File: config.mk
export PLATFORM = sky130hd
export DESIGN_NAME = ahb_slave_select_ctrl
export DESIGN_NICKNAME = d
export VERILOG_FILES = /design/src/rtl/ahb_slave_select_ctrl.sv
export SDC_FILE = /design/constraint.sdc
export NUM_CORES = 1
export LEC_CHECK = 0
export ABC_AREA = 1
export BUFFER_PORTS_ARGS = -buffer_cell sky130_fd_sc_hd__buf_2
export CAP_MARGIN = 10
export CORE_MARGIN = 1.5
export CORE_UTILIZATION = 37
export DETAILED_ROUTE_END_ITERATION = 8
export PLACE_DENSITY = 0.85
export SLEW_MARGIN = 40
export SYNTH_ARGS = -nofsm -noshare
export SYNTH_HDL_FRONTEND = slang
export SYNTH_SLANG_ARGS = --single-unit
File: constraint.sdc
create_clock -name CLK -period 1.55 [get_ports CLK]
set_input_delay 0.31 -clock CLK [delete_from_list [all_inputs] [get_ports CLK]]
set_output_delay 0.31 -clock CLK [all_outputs]
set_load 0.02 [all_outputs]
File: src/rtl/ahb_slave_select_ctrl.sv
// Address decoder and data-phase response sequencer for a three-slave AHB segment.
// It also contains the default slave, which returns a two-cycle ERROR, and a stall watchdog.
module ahb_slave_select_ctrl #(
  parameter logic [31:0] S1_BASE = 32'h0000_0000,
  parameter logic [31:0] S1_MASK = 32'hF000_0000,
  parameter logic [31:0] S2_BASE = 32'h1000_0000,
  parameter logic [31:0] S2_MASK = 32'hF000_0000,
  parameter logic [31:0] S3_BASE = 32'h2000_0000,
  parameter logic [31:0] S3_MASK = 32'hF000_0000,
  parameter int unsigned TIMEOUT = 16
) (
  input  logic        CLK,
  input  logic        RST,
  input  logic [31:0] HADDR,
  input  logic [1:0]  HTRANS,
  input  logic        HREADY_1,
  input  logic        HREADY_2,
  input  logic        HREADY_3,
  output logic        HSEL_1,
  output logic        HSEL_2,
  output logic        HSEL_3,
  output logic [1:0]  SEL,
  output logic        HREADY,
  output logic [1:0]  HRESP_DEF,
  output logic        TIMEOUT_P
);

  localparam int unsigned CntW = ($clog2(TIMEOUT + 1) > 5) ? $clog2(TIMEOUT + 1) : 5;
  localparam logic [CntW-1:0] CntMax = CntW'(TIMEOUT);

  localparam logic [1:0] StIdle = 2'd0;
  localparam logic [1:0] StErr1 = 2'd1;
  localparam logic [1:0] StErr2 = 2'd2;

  localparam logic [1:0] SelDef = 2'b11;

  logic            hit_1, hit_2, hit_3;
  logic [1:0]      dec_idx;
  logic            dec_def;
  logic            xfer_req;
  logic [1:0]      sel_q;
  logic [1:0]      state_q, state_d;
  logic            hready_def;
  logic            wait_cyc;
  logic [CntW-1:0] cnt_q, cnt_d;
  logic            unused_htrans;

  // HTRANS[0] (SEQ vs NONSEQ, BUSY vs IDLE) does not change how the decoder responds.
  assign unused_htrans = HTRANS[0];

  assign hit_1 = (HADDR & S1_MASK) == S1_BASE;
  assign hit_2 = (HADDR & S2_MASK) == S2_BASE;
  assign hit_3 = (HADDR & S3_MASK) == S3_BASE;

  always_comb begin
    HSEL_1 = hit_1;
    HSEL_2 = !hit_1 && hit_2;
    HSEL_3 = !hit_1 && !hit_2 && hit_3;
    if (HSEL_1) begin
      dec_idx = 2'b00;
    end else if (HSEL_2) begin
      dec_idx = 2'b01;
    end else if (HSEL_3) begin
      dec_idx = 2'b10;
    end else begin
      dec_idx = SelDef;
    end
  end

  assign dec_def  = (dec_idx == SelDef);
  assign xfer_req = dec_def && HTRANS[1];

  always_ff @(posedge CLK or negedge RST) begin
    if (!RST) begin
      sel_q <= SelDef;
    end else if (HREADY) begin
      sel_q <= dec_idx;
    end
  end

  assign SEL = sel_q;

  always_comb begin
    case (sel_q)
      2'b00:   HREADY = HREADY_1;
      2'b01:   HREADY = HREADY_2;
      2'b10:   HREADY = HREADY_3;
      default: HREADY = hready_def;
    endcase
  end

  always_comb begin
    state_d = state_q;
    case (state_q)
      StIdle:  if (HREADY && xfer_req) state_d = StErr1;
      StErr1:  state_d = StErr2;
      StErr2:  state_d = xfer_req ? StErr1 : StIdle;
      default: state_d = StIdle;
    endcase
  end

  always_ff @(posedge CLK or negedge RST) begin
    if (!RST) begin
      state_q <= StIdle;
    end else begin
      state_q <= state_d;
    end
  end

  assign hready_def = (state_q != StErr1);
  assign HRESP_DEF  = ((sel_q == SelDef) && (state_q != StIdle)) ? 2'b01 : 2'b00;

  // Watchdog only observes slave stalls; the default slave's own wait cycle is excluded.
  assign wait_cyc = !HREADY && (sel_q != SelDef);

  always_comb begin
    cnt_d = cnt_q;
    if (HREADY) begin
      cnt_d = '0;
    end else if (wait_cyc && (cnt_q != CntMax)) begin
      cnt_d = cnt_q + CntW'(1);
    end
  end

  always_ff @(posedge CLK or negedge RST) begin
    if (!RST) begin
      cnt_q <= '0;
    end else begin
      cnt_q <= cnt_d;
    end
  end

  // Pulse during the TIMEOUT-th consecutive wait cycle, which is when the count reaches TIMEOUT.
  assign TIMEOUT_P = wait_cyc && (cnt_q == (CntMax - CntW'(1)));

endmodule
==> results.cfg <==
[outcome]
status = complete, but fails checks
violations = negative setup slack

[yosys]
ys_ff_latch = 9
yosysUniqueCellTypes = 18
async_reset_ff_share_pct = 100
postSynthAreaPerCell_sq_um = 7.02
ys.flop_type = dfrtp_1
syn_nets = 125
ys_seq_area_share_pct = 39.1
synth_enable_flop_cells = 0
synthCells = 83
yosys_warnings = 0
synth_area_sq_um = 583

[critical_path]
path_cells = nor2_4 > nand2_2 > nand3_4 > nand2_2 > inv_2 > buf_6
cp.arrival_ps = 1430
worst-r2r-cell-count = 9
worst_path_largest_cell_delay_ps = 620
cpLargestDelayFamily = flip-flops
rrSetupSlack_ps = -90
cp_num_buf_inv = 2
critPathMostFrequentCell = nand2_2
worst-path-stages = 6
timing.rr.end = cnt_q[2]$_DFFE_PN0P_
crit_path_max_fanout = 6
critPathLaunchType = flop
rr_startpoint = SEL[0]$_DFFE_PN1N_
endpoint = HREADY
endpoint_kind = output pin
critPathLaunch = SEL[0]$_DFFE_PN1N_
critPathRequiredTime_ps = 1240
crit_slowest_cell = dfstp_2
critPathKind = flop to output pin

[global_route]
grt_pass1_vias = 646
grt_max_degree = 11
grt_pass1_wl_microns = 2560
track_usage_pct = 19.1
antenna_found_initial = 0
grt_overflow = 0

[clock_tree]
cts_tree = done
clk-insertion-delay-late_ps = 260
ctsLongestPathBuffers = 2
numCtsBuffers = 3
clock_sinks = 9
cts_htree_levels = 1
clk_pin_slew_ps = 60
cts_root_buffer = clkbuf_4

[floorplan]
row_count = 14
dieArea_sq_um = 1820
core_sq_um = 1490
start_util_pct = 39.2
dieWidth_microns = 42.7
dieHeight_microns = 42.7
io_pins = 48

[placed_design]
numPlacedInstances = 117
post-place-ws_ps = 90.0
gp_congestion = 0.858
portBuffers = 17
dpl.hpwl_microns = 1020

[routing]
top_layer_used = met4
wl_met1_microns = 594
met3_length_microns = 79
via_per_inst = 4.97
wl_met2_microns = 858
drt_wl_total_microns = 1560
drt_first_pass_iters = 4
avgRoutedWirePerCell_microns = 11.9
drc = 0
vias = 651
first_iter_violations = 10
postRouteAntennaNets = 0

[cells_and_area]
area_growth_syn_to_layout_pct = 48.1
layout_commonest_cell = nand2_1
final_cell_mix = nand2_1, buf_2, buf_4
n_antenna_cell = 0
nets = 158
drive_above_1_share_pct = 43.5
final_cells = 131

[power]
power.density_nw_per_um2 = 1280
power.leakage_nw = 0.480
ir_drop_mv = 0.547

[sta]
fmax_mhz = 575
rsz0062_at_grt = yes
final-setup-viol-count = 8
finClkSkew_ps = 3.59
fin_ws_ps = -190
fin_crit_ps = 1740
finalMaxSlewViolations = 0
post-route-period-util_pct = 112
hold_viol_final = 0

[flow_run]
cap_violations = 0

[min_path]
hp-class = primary input to flop
sequential cells by signal (all words and copies together) (netlist names):
signal,count
SEL,2
state_q,2
cnt_q,5
final cells by class:
cell class | instances | area, sq um
fill | 146 | 626
multi-input combinational | 58 | 337
sequential | 9 | 228
timing repair buffer | 30 | 200
inverter | 14 | 52.6
clock buffer | 4 | 26.3
tap | 16 | 20.0
through the flow:
stage | TNS [ps] | total power [mW] | instance area [sq um] | util (%) | hold slack (ps)
2_1_floorplan | 0 | 0.600 | 583 | - | 14.4
3_3_place_gp | 0 | 0.708 | 692 | 46.5 | 172
3_5_place_dp | 0 | 0.726 | 692 | 46.5 | 176
4_1_cts | -367 | 0.974 | 768 | 51.6 | 288
5_1_grt | -1280 | 1.19 | 863 | 58.0 | 309
6_report | -773 | 1.11 | 863 | 58.0 | 306
worst min-delay path by stage:
stage	from	endpoint	cells past startpoint
after global placement	RST	cnt_q[4]$_DFFE_PN0P_	1
after detailed placement	RST	state_q[1]$_DFFE_PN0P_	1
final	HTRANS[1]	state_q[0]$_DFFE_PN0P_	3
after global routing	HTRANS[1]	state_q[0]$_DFFE_PN0P_	3
after floorplan	RST	cnt_q[0]$_DFFE_PN0P_	0
after CTS	HTRANS[1]	state_q[0]$_DFFE_PN0P_	3
worst register-to-register path: cells and delay by family, from the launching register on:
family	cells	cell delay [ps]
buffers and inverters	3	400
and+or+nand+nor	6	550
DFF	1	620
where the power goes:
part / internal [mW] / switching, mW / total, mW
registers: 0.292 / 0.0504 / 0.342
clock network: 0.0995 / 0.0868 / 0.186
logic: 0.254 / 0.325 / 0.579
per-layer routing:
metal | global-route usage [%] | vias to the layer above
li1 | - | 317
met2 | 34.5 | 21
met4 | 10.6 | 0
met3 | 6.81 | 2
met5 | 0 | -
met1 | 18.2 | 311
Yosys cell counts, types with 2 or more instances:
cell type | instances | share of area, %
a21oi_1 | 2 | 1.7
dfrtp_1 | 7 | 30
dfstp_2 | 2 | 9.0
ha_1 | 3 | 6.4
inv_1 | 13 | 8.4
nand2_1 | 22 | 14
nand3_1 | 10 | 8.6
nand4_1 | 2 | 2.1
nor2_1 | 12 | 7.7
nor2_2 | 2 | 2.1
logic make-up after synthesis:
family / share of synthesized area (%)
xor+xnor: 1.50
simple gates: 37.6
other cells: 0.643
compound gates: 2.57
flops: 39.1
buf+inv: 12.2
fa+ha+maj: 6.44
timing repair:
action	4_1_cts	5_1_grt
gates cloned	0	0
endpoints found under the setup margin	3	5
endpoints found under the hold margin	7	0
pin swaps	1	8
hold buffers	1	0
resized for setup	4	16
setup buffers	4	5
Power figures use the tool's default switching activity.
